`src/rtl/clz_32_if.sv`:
```
// clz_32_if: operand/result bundle for the leading-zero counter.
interface clz_32_if;
   logic [31:0] in;
   logic        in_valid;
   logic [5:0]  out;
   logic [5:0]  out_q;
   logic        out_valid;
   modport master (output in, in_valid, input out, out_q, out_valid);
   modport slave (input in, in_valid, output out, out_q, out_valid);
endinterface

```
`src/rtl/clz_32.sv`:
```
// clz_32: 32-bit leading-zero count as a 2-bit-leaf merge tree, plus a registered copy.
module clz_32_merge #(
   parameter int K = 2
) (
   input  logic [K-1:0] h,
   input  logic [K-1:0] l,
   output logic [K:0]   c
);
   localparam logic [K:0] HALF = {1'b0, 1'b1, {(K-1){1'b0}}};
   // top bit of a half count is set only when that half is all zero
   assign c = h[K-1] ? {1'b0, l} + HALF : {1'b0, h};
endmodule

module clz_32 (
   input logic     clk,
   input logic     rst,
   clz_32_if.slave bus
);
   logic [1:0] c1 [16];
   logic [2:0] c2 [8];
   logic [3:0] c3 [4];
   logic [4:0] c4 [2];
   logic [5:0] cnt;
   logic [5:0] out_q, out_d;
   logic       out_valid_q, out_valid_d;
   for (genvar i = 0; i < 16; i++) begin : g_l1
      assign c1[i] = bus.in[2*i+1] ? 2'd0 : bus.in[2*i] ? 2'd1 : 2'd2;
   end
   for (genvar i = 0; i < 8; i++) begin : g_l2
      clz_32_merge #(.K(2)) u_m (.h(c1[2*i+1]), .l(c1[2*i]), .c(c2[i]));
   end
   for (genvar i = 0; i < 4; i++) begin : g_l3
      clz_32_merge #(.K(3)) u_m (.h(c2[2*i+1]), .l(c2[2*i]), .c(c3[i]));
   end
   for (genvar i = 0; i < 2; i++) begin : g_l4
      clz_32_merge #(.K(4)) u_m (.h(c3[2*i+1]), .l(c3[2*i]), .c(c4[i]));
   end
   clz_32_merge #(.K(5)) u_top (.h(c4[1]), .l(c4[0]), .c(cnt));
   always_comb begin
      out_d       = bus.in_valid ? cnt : out_q;
      out_valid_d = bus.in_valid;
   end
   always_ff @(posedge clk or posedge rst) begin
      if (rst) begin
         out_q       <= '0;
         out_valid_q <= 1'b0;
      end else begin
         out_q       <= out_d;
         out_valid_q <= out_valid_d;
      end
   end
   assign bus.out       = cnt;
   assign bus.out_q     = out_q;
   assign bus.out_valid = out_valid_q;
endmodule

```
`src/flat_wrapper.sv`:
```
// flat-port wrapper written by rule: the top's interface ports become plain ports
module clz_32_flat 
  (clk, rst, bus_in, bus_in_valid, bus_out, bus_out_q, bus_out_valid);
  clz_32_if bus_i ();
  input logic clk;
  input logic rst;
  input wire logic [$bits(bus_i.in)-1:0] bus_in;
  input wire logic [$bits(bus_i.in_valid)-1:0] bus_in_valid;
  output wire logic [$bits(bus_i.out)-1:0] bus_out;
  output wire logic [$bits(bus_i.out_q)-1:0] bus_out_q;
  output wire logic [$bits(bus_i.out_valid)-1:0] bus_out_valid;
  assign bus_i.in = bus_in;
  assign bus_i.in_valid = bus_in_valid;
  assign bus_out = bus_i.out;
  assign bus_out_q = bus_i.out_q;
  assign bus_out_valid = bus_i.out_valid;
  clz_32 u_core (.clk(clk), .rst(rst), .bus(bus_i));
endmodule
```
`config.mk`:
```
export PLATFORM = sky130hd
export DESIGN_NAME = clz_32_flat
export DESIGN_NICKNAME = d
export VERILOG_FILES = /design/src/rtl/clz_32_if.sv /design/src/rtl/clz_32.sv /design/src/flat_wrapper.sv
export SDC_FILE = /design/constraint.sdc
export NUM_CORES = 1
export LEC_CHECK = 0
export CAP_MARGIN = 10
export CORE_MARGIN = 2
export CORE_UTILIZATION = 36
export DETAILED_ROUTE_END_ITERATION = 12
export PLACE_DENSITY_LB_ADDON = 0.25
export SETUP_SLACK_MARGIN = 0.2
export SLEW_MARGIN = 25
export SYNTH_ARGS = -nofsm -noshare
export SYNTH_HDL_FRONTEND = slang
export SYNTH_HIERARCHICAL = 1
export SYNTH_SLANG_ARGS = --single-unit
```
`constraint.sdc`:
```
create_clock -name clk -period 1.9 [get_ports clk]
set_clock_uncertainty 0.15 [all_clocks]
set_input_delay 0.285 -clock clk [delete_from_list [all_inputs] [get_ports clk]]
set_output_delay 0.285 -clock clk [all_outputs]
set_load 0.01 [all_outputs]
```
==> flow_summary.rst, run 1 <==
.. list-table::
   :header-rows: 1

   * - Metric
     - Value
   * - Outcome
     - finished with violations
   * - Failing checks
     - setup timing
   * - Buffer depth of the longest clock path
     - 2
   * - Mux contribution to synthesized area
     - 43.42%
   * - Share of layout cells above drive strength 1
     - 70.52%
   * - TritonRoute pass-1 iters
     - 4
   * - Share of synthesized cell area in and, or, nand and nor gates
     - 36.58%
   * - Initial antenna violation count
     - 0
   * - Slew at the pin with the worst max-slew slack
     - 0.4113 ns
   * - Mapped Area
     - 950.9 um2
   * - Clock tree from TritonCTS
     - built
   * - Dominant cells by area after synthesis
     - mux2_4, mux2_2, nor2b_1
   * - Count leader, synth
     - nor2b_1
   * - Grt total ovfl
     - 0
   * - Violation count after the first detailed-routing iteration
     - 23
   * - Final Total Pwr
     - 0.0005654 W
   * - Maximum vdd drop
     - 0.0004348 V
   * - Library cell occupying the most area in the post-synthesis netlist
     - mux2_4
   * - Share of total power in the clock network
     - 24.2%
   * - Ys async rst share
     - 100.0%
   * - Type of the most critical hold path
     - in -> async
   * - Number of warnings issued by yosys
     - 6
   * - Endpoint required time on the critical path
     - 1.46 ns
   * - Final critical-path required period
     - 2.185 ns
   * - Max-cap violations
     - 0
   * - Latest clock arrival within the worst-skew pair
     - 0.25 ns
   * - FF/Latch Area
     - 175.2 um2
   * - Post-synthesis share of cell area spent on full adders, half adders and majority gates
     - 0%
   * - Fin nets
     - 209
   * - Power spent charging and discharging nets
     - 0.0001544 W
   * - Sum of net half-perimeters after detailed placement
     - 1840 um
   * - Total vias in the final route
     - 975
   * - Number of failing setup endpoints in the final timing report
     - 5
   * - Commonest register cell after synthesis
     - dfrtp_1
   * - Leakage dissipation
     - 0.8797 nW
   * - Final worst-path cycle share
     - 115.0%
   * - Fraction of power consumed by sequential logic
     - 28.2%
   * - Cell-internal power
     - 0.0004110 W
   * - Final antenna-violating net count
     - 0
   * - Clk sink count
     - 7
   * - Power per standard cell area
     - 307.4 nW/um2
   * - Max-slew violation count
     - 0
   * - Critical path launch point type
     - input pin
   * - Cells after Synth
     - 103
   * - Core footprint
     - 2500 um2
   * - Number of synthesized register bits
     - 7
   * - Share of the synthesized area in the top cell type
     - 22.11%
   * - Die boundary height
     - 55.40 um
   * - Count of port buffers added during placement
     - 47
   * - Std-Cell Rows
     - 18
   * - First-pass GRT wire length
     - 4643 um
   * - Die Area
     - 3069 um2
   * - Xor/xnor cell area share of the yosys netlist
     - 0%
   * - Number of global-route vias before repair
     - 1085
   * - Startpoint-to-endpoint class of the critical path
     - in -> out
   * - Number of hold buffers added after CTS
     - 0
   * - Number of antenna diodes
     - 0
   * - Largest net degree at the start of global routing
     - 8
   * - Worst-case headroom to the max-slew limit
     - 72.50%
   * - Worst reg-to-reg path cell count
     - 1
   * - Number of unique standard cell types used by synthesis
     - 8
   * - Share of synthesized area occupied by flip-flops and latches
     - 18.42%
   * - Count of boundary I/O pins
     - 48
   * - Initial core utilization
     - 38.04%
   * - Root Buffer Master
     - clkbuf_4
   * - DRC viols
     - 0
   * - Global-route usage over all layers
     - 18.77%
   * - Switching part of the total
     - 27.31%
   * - Main combinational cell family by area after synthesis
     - multiplexers
   * - Number of synthesized flops with an enable pin
     - 0
   * - Final standard cell area without fillers
     - 1839 um2
   * - Area overhead of the layout relative to synthesis
     - 93.42%
   * - Ranking of synthesized cells by instance count
     - nor2b_1, mux2_2, nor2_1
   * - Synthesized Nets
     - 138
   * - Vias per cell
     - 4.803
   * - Worst r2r src
     - u_core/bus.out_q[5]$_DFFE_PP0P_
   * - Critical Path Sink Type
     - output port
   * - Final WL
     - 2818 um
   * - Routed len/inst
     - 13.88 um
   * - CTS buffer count
     - 3
   * - Final worst slack
     - -0.2849 ns
   * - Unrepaired setup endpoints after global routing
     - true
   * - Hold slack
     - 0.1114 ns
   * - Final weighted congestion in routability-driven placement
     - 0.7223
   * - First element of the critical path
     - bus_in[30]
   * - Synth Area in Compound Gates
     - 0%
   * - Cell area after placement
     - 1569 um2
   * - Biggest fanout along the worst timing path
     - 3
   * - Average footprint of a synthesized cell
     - 9.232 um2
   * - Data arrival time of the worst path
     - 1.75 ns
   * - Number of levels in the clock H-tree
     - 1
   * - Clock Pin Slew Worst Setup and Hold Paths
     - 0.05 ns
   * - Width of the die
     - 55.40 um
   * - Combinational share of power
     - 47.6%
   * - Combined area of the multi-input logic cells
     - 970.9 um2
   * - Filler instances
     - 187
   * - Timing-limited maximum frequency
     - 0.4577 GHz
   * - Final hold violation count
     - 0
cells in the final DEF (no fill, tap or decap), types with 2 or more instances in the layout:
| cell | count |
|---|---|
| buf_4 | 17 |
| buf_6 | 21 |
| nor2b_1 | 28 |
| clkdlybuf4s15_1 | 2 |
| clkdlybuf4s50_1 | 9 |
| nor2_4 | 10 |
| buf_2 | 12 |
| buf_8 | 4 |
| nor2b_4 | 3 |
| dfrtp_1 | 7 |
| and2_4 | 13 |
| mux2_4 | 32 |
| nor2_2 | 5 |
| and2_1 | 2 |
| clkbuf_4 | 3 |
routing by layer:
metal | vias up | GRT usage [%] | part of all wire [%]
li1 | 480 | - | -
met1 | 464 | 18.03 | 34
met2 | 27 | 38.78 | 61
met3 | 4 | 3.981 | 4.0
met4 | 0 | 5.226 | 0.82
met5 | - | 0 | 0
metrics by stage:
stage | std cells | utilization (%) | TNS, ns | setup slack [ns]
final | 203 | 73.57 | -0.8153 | -0.2849
after global routing | 203 | 73.57 | -1.074 | -0.3259
after CTS | 201 | 70.37 | -0.6844 | -0.2790
after detailed placement | 185 | 62.76 | -8.368 | -1.014
after global placement | 185 | 62.76 | -8.031 | -0.9982
after floorplan | 103 | - | -0.1630 | -0.08988
repair_timing:
item / in CTS / in global routing
pin swaps: 20 / 10
resized for setup: 205 / 16
setup endpoints to repair: 12 / 11
buffers inserted: 12 / 2
final timing paths:
path / to / slack (ns)
worst max-delay path: bus_out[0] / -0.28
worst min-delay path: u_core/bus.out_valid$_DFF_PP0_ / 0.11
worst max register to register: u_core/bus.out_q[5]$_DFFE_PP0P_ / 0.97
worst min register to register: u_core/bus.out_q[0]$_DFFE_PP0P_ / 0.36
max in group asynchronous: u_core/bus.out_q[4]$_DFFE_PP0P_ / 1.27
min in group clk: u_core/bus.out_q[0]$_DFFE_PP0P_ / 0.36
power groups by stage:
stage | logic, W | clock network (W) | registers, W
floorplan | 0.000106 | 0 | 0.000164
global placement | 0.000226 | 0 | 0.000161
detailed placement | 0.000231 | 0 | 0.000162
CTS | 0.000254 | 0.000139 | 0.000159
global route | 0.000288 | 0.000151 | 0.000160
finish | 0.000269 | 0.000137 | 0.000159
registers in the layout (all words and copies together), names as in the netlist:
name / count
u_core/bus.out_q: 6
u_core/bus.out_valid: 1
worst max-delay path, stage by stage:
cell    delay (ns)
buf_8         0.10
nor2_4        0.12
mux2_4        0.31
mux2_4        0.27
mux2_4        0.27
mux2_4        0.28
buf_6         0.12
cells by family (layout without fill, tap and decap cells):
logic type,count (synthesis),in the layout
simple gates,62,62
buf+inv,2,72
mux,32,32
flops,7,7
layout make-up:
| class | instances | area share [%] |
|---|---|---|
| multi-input combinational | 94 | 52.79 |
| timing repair buffer | 67 | 34.01 |
| sequential | 7 | 9.524 |
| tap | 30 | 2.041 |
| clock buffer | 4 | 1.429 |
| inverter | 1 | 0.2041 |
(Power assumes the default switching activity.)
==> inputs of run 2 (changes only) <==
--- a/config.mk
+++ b/config.mk
@@ -7,12 +7,11 @@
 export LEC_CHECK = 0
 export CAP_MARGIN = 10
 export CORE_MARGIN = 2
-export CORE_UTILIZATION = 36
+export CORE_UTILIZATION = 30
 export DETAILED_ROUTE_END_ITERATION = 12
 export PLACE_DENSITY_LB_ADDON = 0.25
 export SETUP_SLACK_MARGIN = 0.2
 export SLEW_MARGIN = 25
 export SYNTH_ARGS = -nofsm -noshare
 export SYNTH_HDL_FRONTEND = slang
-export SYNTH_HIERARCHICAL = 1
 export SYNTH_SLANG_ARGS = --single-unit
==> run 2 against run 1 <==
Compared with the run above: the flow still finishes with violations (setup timing); hold slack improved by 0.030 ns; clock power barely moved; first-iteration DRC count shrank 13%; flip-flop and latch count is the same; utilization grew 16 points; largest cell class is now non-clock buffers; fmax decreased by 0.57%; non-clock buffer count increased by 39; sequential share of layout area up 0.38 points; synthesized cell count shrank 19%; highest routed layer unchanged; global-route usage grew 7.0 points; cell count grew 7.9%; cell area is 3.8% lower.
==> flow_summary.rst, run 2 <==
.. list-table::
   :header-rows: 1

   * - Metric
     - Value
   * - Core footprint
     - 1982 um2
   * - Number of failing setup endpoints in the final timing report
     - 8
   * - Clock tree from TritonCTS
     - built
   * - Final WL
     - 3663 um
   * - Final weighted congestion in routability-driven placement
     - 0.8796
   * - Timing-limited maximum frequency
     - 0.4551 GHz
   * - Sum of net half-perimeters after detailed placement
     - 2062 um
   * - Max-slew violation count
     - 0
   * - Total vias in the final route
     - 1194
   * - Maximum vdd drop
     - 0.0006209 V
   * - Initial core utilization
     - 32.07%
   * - Metal-1 WL
     - 1469 um
   * - Vias per cell
     - 5.452
   * - Final worst-path cycle share
     - 115.7%
   * - Synthesized Nets
     - 118
   * - Count of port buffers added during placement
     - 47
   * - Final antenna-violating net count
     - 0
   * - Global-route usage over all layers
     - 25.80%
   * - Endpoint required time on the critical path
     - 1.46 ns
   * - Dominant cells by area after synthesis
     - dfrtp_1, nor2_1, a21oi_1
   * - Filler instances
     - 85
   * - Number of global-route vias before repair
     - 1159
   * - Violation count after the first detailed-routing iteration
     - 20
   * - TritonRoute pass-1 iters
     - 4
   * - Critical Path Sink Type
     - output port
   * - Worst-case headroom to the max-slew limit
     - 66.99%
   * - Met3 wire len
     - 240 um
   * - CTS buffer count
     - 3
   * - Ys async rst share
     - 100.0%
   * - First-pass GRT wire length
     - 4933 um
   * - Share of synthesized area occupied by flip-flops and latches
     - 27.56%
   * - Power per standard cell area
     - 313.3 nW/um2
   * - Count leader, synth
     - nor2_1
   * - Commonest non-fill, non-tap cell in the layout
     - buf_4
   * - Clk sink count
     - 7
   * - Worst setup timing slack at the placement stage
     - -1.013 ns
   * - Cell area after placement
     - 1464 um2
   * - Leakage dissipation
     - 0.8265 nW
   * - Number of flip-flops under the largest register name
     - 6
   * - Largest net degree at the start of global routing
     - 11
   * - Root Buffer Master
     - clkbuf_4
   * - Clock Pin Slew Worst Setup and Hold Paths
     - 0.05 ns
   * - Uppermost metal layer occupied by signal nets
     - met4
   * - Width of the die
     - 50.03 um
   * - Number of antenna diodes
     - 0
   * - Post-layout utilization of the core
     - 89.27%
   * - Max-cap violations
     - 0
   * - Share of layout cells above drive strength 1
     - 61.98%
   * - Initial antenna violation count
     - 0
   * - Biggest fanout along the worst timing path
     - 2
   * - Unrepaired setup endpoints after global routing
     - true
   * - Register bank with the most flops
     - u_core.bus.out_q
   * - Share of the synthesized area in the top cell type
     - 27.56%
   * - Std-Cell Rows
     - 16
   * - Die Area
     - 2503 um2
   * - Die boundary height
     - 50.03 um
   * - Ranking of synthesized cells by instance count
     - nor2_1, a21oi_1, dfrtp_1, nand2_1
   * - Fin nets
     - 228
   * - Number of unique standard cell types used by synthesis
     - 29
   * - Average footprint of a synthesized cell
     - 7.658 um2
   * - Final hold violation count
     - 0
   * - Outcome
     - finished with violations
   * - Commonest register cell after synthesis
     - dfrtp_1
   * - Hold slack
     - 0.1415 ns
   * - Cells after Synth
     - 83
   * - Final Total Pwr
     - 0.0005543 W
   * - Number of synthesized flops with an enable pin
     - 0
   * - Startpoint-to-endpoint class of the critical path
     - in -> out
   * - Number of levels in the clock H-tree
     - 1
   * - Mapped Area
     - 635.6 um2
   * - Slew at the pin with the worst max-slew slack
     - 0.4936 ns
   * - Most frequent cells in the layout
     - buf_4, buf_6, buf_2, nor2_1, clkdlybuf4s50_1
   * - Routed len/inst
     - 16.73 um
   * - Final standard cell area without fillers
     - 1769 um2
   * - Grt total ovfl
     - 0
   * - Final critical-path required period
     - 2.197 ns
   * - Number of synthesized register bits
     - 7
   * - Type of the most critical hold path
     - in -> async
   * - Number of hold buffers added after CTS
     - 0
   * - Buffer depth of the longest clock path
     - 2
   * - Library cell occupying the most area in the post-synthesis netlist
     - dfrtp_1
   * - Final worst slack
     - -0.2974 ns
   * - Area overhead of the layout relative to synthesis
     - 178.3%
   * - Failing checks
     - setup timing
   * - Critical path launch point type
     - input pin
   * - Number of warnings issued by yosys
     - 0
   * - Count of boundary I/O pins
     - 48
   * - Data arrival time of the worst path
     - 1.76 ns
   * - Latest clock arrival within the worst-skew pair
     - 0.25 ns
   * - Met2 wirelength from detailed routing
     - 1817 um
   * - DRC viols
     - 0
[run 2: power by group]
group / internal (W) / switching, W
clock: 0.0000802 / 0.0000563
sequential: 0.000156 / 0.00000330
combinational: 0.000145 / 0.000113
[run 2: layout make-up]
class,instances,area [um2],share of cell area (%)
multi-input combinational,69,619.3,35.01
sequential,7,175.2,9.901
timing repair buffer,106,892.1,50.42
clock buffer,4,26.28,1.485
inverter,6,22.52,1.273
tap,27,33.78,1.909
[run 2: final timing paths]
| kind | start | to | slack [ns] | cells past startpoint |
|---|---|---|---|---|
| worst max register to register | u_core.bus.out_q[2]$_DFFE_PP0P_ | u_core.bus.out_q[2]$_DFFE_PP0P_ | 0.89 | 2 |
| worst max-delay path | bus_in[13] | bus_out[1] | -0.30 | 7 |
| max in group asynchronous | rst | u_core.bus.out_q[2]$_DFFE_PP0P_ | 1.25 | 2 |
| worst min register to register | u_core.bus.out_q[0]$_DFFE_PP0P_ | u_core.bus.out_q[0]$_DFFE_PP0P_ | 0.36 | 1 |
| worst min-delay path | rst | u_core.bus.out_q[0]$_DFFE_PP0P_ | 0.14 | 2 |
| min in group clk | u_core.bus.out_q[0]$_DFFE_PP0P_ | u_core.bus.out_q[0]$_DFFE_PP0P_ | 0.36 | 1 |
[run 2: metrics by stage]
| step | TNS, ns | cells |
|---|---|---|
| 6_report | -1.713 | 219 |
| 4_1_cts | -1.023 | 211 |
| 3_5_place_dp | -7.941 | 198 |
| 5_1_grt | -2.142 | 219 |
| 3_3_place_gp | -7.535 | 198 |
| 2_1_floorplan | -0.03583 | 83 |
[run 2: worst max-delay path, stage by stage]
cell	delay, ns
buf_6	0.09
or4_4	0.56
nor2_4	0.15
o311ai_1	0.12
a22o_1	0.24
nor3_2	0.16
buf_2	0.14
[run 2: layer usage]
| layer | up-vias | GRT usage, % |
|---|---|---|
| li1 | 540 | - |
| met1 | 571 | 26.80 |
| met4 | 0 | 10.65 |
| met2 | 67 | 47.81 |
| met3 | 16 | 6.970 |
| met5 | - | 0 |
[run 2: kinds of logic (layout without fill, tap and decap cells)]
kind of cell,Yosys count,after routing,share of synthesized area (%)
AND/OR/NAND/NOR,40,40,34.45
multiplexers,4,4,7.676
AO/OA/AOI/OAI,25,25,26.18
buffers and inverters,7,116,4.133
flip-flops,7,7,27.56
[run 2: timing repair]
item,in CTS,in global routing
resized for setup,149,26
pin swaps,19,15
endpoints found under the setup margin,12,9
buffers inserted,9,8
==> inputs of run 3 (changes only) <==
--- a/config.mk
+++ b/config.mk
@@ -10,6 +10,7 @@
 export CORE_UTILIZATION = 30
 export DETAILED_ROUTE_END_ITERATION = 12
 export PLACE_DENSITY_LB_ADDON = 0.25
+export REMOVE_ABC_BUFFERS = 1
 export SETUP_SLACK_MARGIN = 0.2
 export SLEW_MARGIN = 25
 export SYNTH_ARGS = -nofsm -noshare
==> run 3 against run 2 <==
Compared with the run above: the flow still finishes with violations (setup timing); register-to-register slack improved by 0.06 ns; via count down 4.6%; fmax grew 1.4%; critical endpoint is now bus_out[0]; largest power group unchanged.
==> flow_summary.rst, run 3 (synthesis gave the netlist of run 2 again) <==
.. list-table::
   :header-rows: 1

   * - Metric
     - Value
   * - Outcome
     - finished with violations
   * - Failing checks
     - setup timing
   * - Buffer depth of the longest clock path
     - 2
   * - Max-cap violations
     - 0
   * - Switching part of the total
     - 31.76%
   * - Total vias in the final route
     - 1139
   * - Final worst-path cycle share
     - 114.0%
   * - Die boundary height
     - 50.03 um
   * - First-pass GRT wire length
     - 4830 um
   * - Biggest fanout along the worst timing path
     - 2
   * - Number of failing setup endpoints in the final timing report
     - 7
   * - Clock tree from TritonCTS
     - built
   * - Number of flip-flops under the largest register name
     - 6
   * - Violation count after the first detailed-routing iteration
     - 16
   * - Number of hold buffers added after CTS
     - 0
   * - Register bank with the most flops
     - u_core.bus.out_q
   * - Final worst slack
     - -0.2661 ns
   * - Worst-case headroom to the max-slew limit
     - 67.22%
   * - Global-route usage over all layers
     - 25.57%
   * - Core footprint
     - 1982 um2
   * - Max-slew violation count
     - 0
   * - Hold slack
     - 0.1160 ns
   * - Final Total Pwr
     - 0.0005445 W
   * - CTS buffer count
     - 3
   * - Fraction of power consumed by sequential logic
     - 29.4%
   * - Area overhead of the layout relative to synthesis
     - 167.1%
   * - Cell-internal power
     - 0.0003715 W
   * - Latest clock arrival within the worst-skew pair
     - 0.27 ns
   * - Sum of net half-perimeters after detailed placement
     - 2046 um
   * - Std-Cell Rows
     - 16
   * - Die Area
     - 2503 um2
   * - Type of the most critical hold path
     - in -> async
   * - Final antenna-violating net count
     - 0
   * - Initial antenna violation count
     - 0
   * - Critical path launch point type
     - input pin
   * - Most frequent cells in the layout
     - buf_4, nor2_1, buf_6, buf_2, clkdlybuf4s50_1
   * - Final weighted congestion in routability-driven placement
     - 0.7839
   * - Power spent charging and discharging nets
     - 0.0001729 W
   * - Share of layout cells above drive strength 1
     - 58.95%
   * - Leakage dissipation
     - 0.8006 nW
   * - Count of boundary I/O pins
     - 48
   * - Clk sink count
     - 7
   * - Final critical-path required period
     - 2.166 ns
   * - Initial core utilization
     - 32.07%
   * - Combinational share of power
     - 43.5%
   * - Number of antenna diodes
     - 0
   * - Slew at the pin with the worst max-slew slack
     - 0.4901 ns
   * - Unrepaired setup endpoints after global routing
     - true
   * - Root Buffer Master
     - clkbuf_4
   * - Critical Path Sink Type
     - output port
   * - Final hold violation count
     - 0
   * - Power per standard cell area
     - 320.7 nW/um2
   * - Timing-limited maximum frequency
     - 0.4617 GHz
   * - Fin nets
     - 226
   * - Largest net degree at the start of global routing
     - 11
   * - Commonest non-fill, non-tap cell in the layout
     - buf_4
   * - TritonRoute pass-1 iters
     - 4
   * - Routed len/inst
     - 14.98 um
   * - Number of levels in the clock H-tree
     - 1
   * - DRC viols
     - 0
   * - Startpoint-to-endpoint class of the critical path
     - in -> out
   * - Grt total ovfl
     - 0
   * - Endpoint required time on the critical path
     - 1.46 ns
   * - Longest individual stage delay on the worst path
     - 0.55 ns
   * - Cell Chain, Critical Path
     - buf_6 -> or4_4 -> nor2_4 -> buf_6 -> o221ai_4 -> a211o_1 -> buf_2
   * - Count of port buffers added during placement
     - 47
   * - Cell area after placement
     - 1466 um2
   * - Width of the die
     - 50.03 um
   * - Share of total power in the clock network
     - 27.1%
   * - Final WL
     - 3251 um
   * - Worst-path cell with the longest stage delay
     - or4_4
   * - Clock Pin Slew Worst Setup and Hold Paths
     - 0.06 ns
   * - Number of global-route vias before repair
     - 1180
   * - Maximum vdd drop
     - 0.0005055 V
   * - Final standard cell area without fillers
     - 1698 um2
   * - Vias per cell
     - 5.249
   * - Most frequent CP cell
     - buf_6
   * - Data arrival time of the worst path
     - 1.73 ns
## run 3: cell count changes in the layout (fill, tap and decap cells not counted), moves of 2 or more
cell | before | now
buf_4 | 45 | 51
clkbuf_2 | 1 | 8
buf_8 | 2 | 0
buf_2 | 16 | 10
buf_6 | 20 | 13
## run 3: power by group through the flow
stage	registers, W	clock network, W	logic (W)
after floorplan	0.000166	0	0.0000444
after global placement	0.000162	0	0.000216
after detailed placement	0.000162	0	0.000221
after CTS	0.000160	0.000145	0.000210
after global routing	0.000161	0.000163	0.000252
final	0.000160	0.000148	0.000237
## run 3: path summary, 6_finish.rpt
path                                              endpoint  depth (start not counted)                       startpoint  slack (ns)
min in group clk           u_core.bus.out_q[5]$_DFFE_PP0P_                          1  u_core.bus.out_q[5]$_DFFE_PP0P_        0.37
max in group asynchronous  u_core.bus.out_q[0]$_DFFE_PP0P_                          2                              rst        1.27
min                        u_core.bus.out_q[3]$_DFFE_PP0P_                          2                              rst        0.12
max                                             bus_out[0]                          7                       bus_in[15]       -0.27
max reg2reg                u_core.bus.out_q[2]$_DFFE_PP0P_                          2  u_core.bus.out_q[2]$_DFFE_PP0P_        0.95
min reg2reg                u_core.bus.out_q[5]$_DFFE_PP0P_                          1  u_core.bus.out_q[5]$_DFFE_PP0P_        0.37
## run 3: what timing repair did
item,in CTS,in global routing
pin swaps,21,11
endpoints found under the setup margin,12,11
gates resized for setup,120,36
setup buffers,11,2
## run 3: layout make-up
class,instances,area [um2]
timing repair buffer,104,843.3
multi-input combinational,69,596.8
fill,103,284.0
sequential,7,175.2
tap,27,33.78
clock buffer,4,26.28
inverter,6,22.52
## run 3: worst max-delay path: cells and delay by family
family | cells | cell delay, ns
AND/OR/NAND/NOR | 2 | 0.69
AO/OA/AOI/OAI | 2 | 0.40
buffers and inverters | 3 | 0.36
## run 3: metal layers
metal / up-vias / part of all wire [%] / track usage, % / wire, um
met5: - / 0 / 0 / 0
met2: 51 / 54 / 48.90 / 1743
met1: 544 / 38 / 24.63 / 1220
li1: 531 / - / - / -
met4: 0 / 2.8 / 12.96 / 91
met3: 13 / 6.0 / 6.364 / 195
## run 3: stage by stage
| stage | util, % | setup WS (ns) | setup TNS, ns | instances |
|---|---|---|---|---|
| after floorplan | - | -0.1156 | -0.1183 | 82 |
| after global placement | 73.99 | -0.9918 | -7.738 | 200 |
| after detailed placement | 73.99 | -1.006 | -8.000 | 200 |
| after CTS | 80.30 | -0.2733 | -1.233 | 215 |
| after global routing | 85.67 | -0.3208 | -1.716 | 217 |
| final | 85.67 | -0.2661 | -1.379 | 217 |
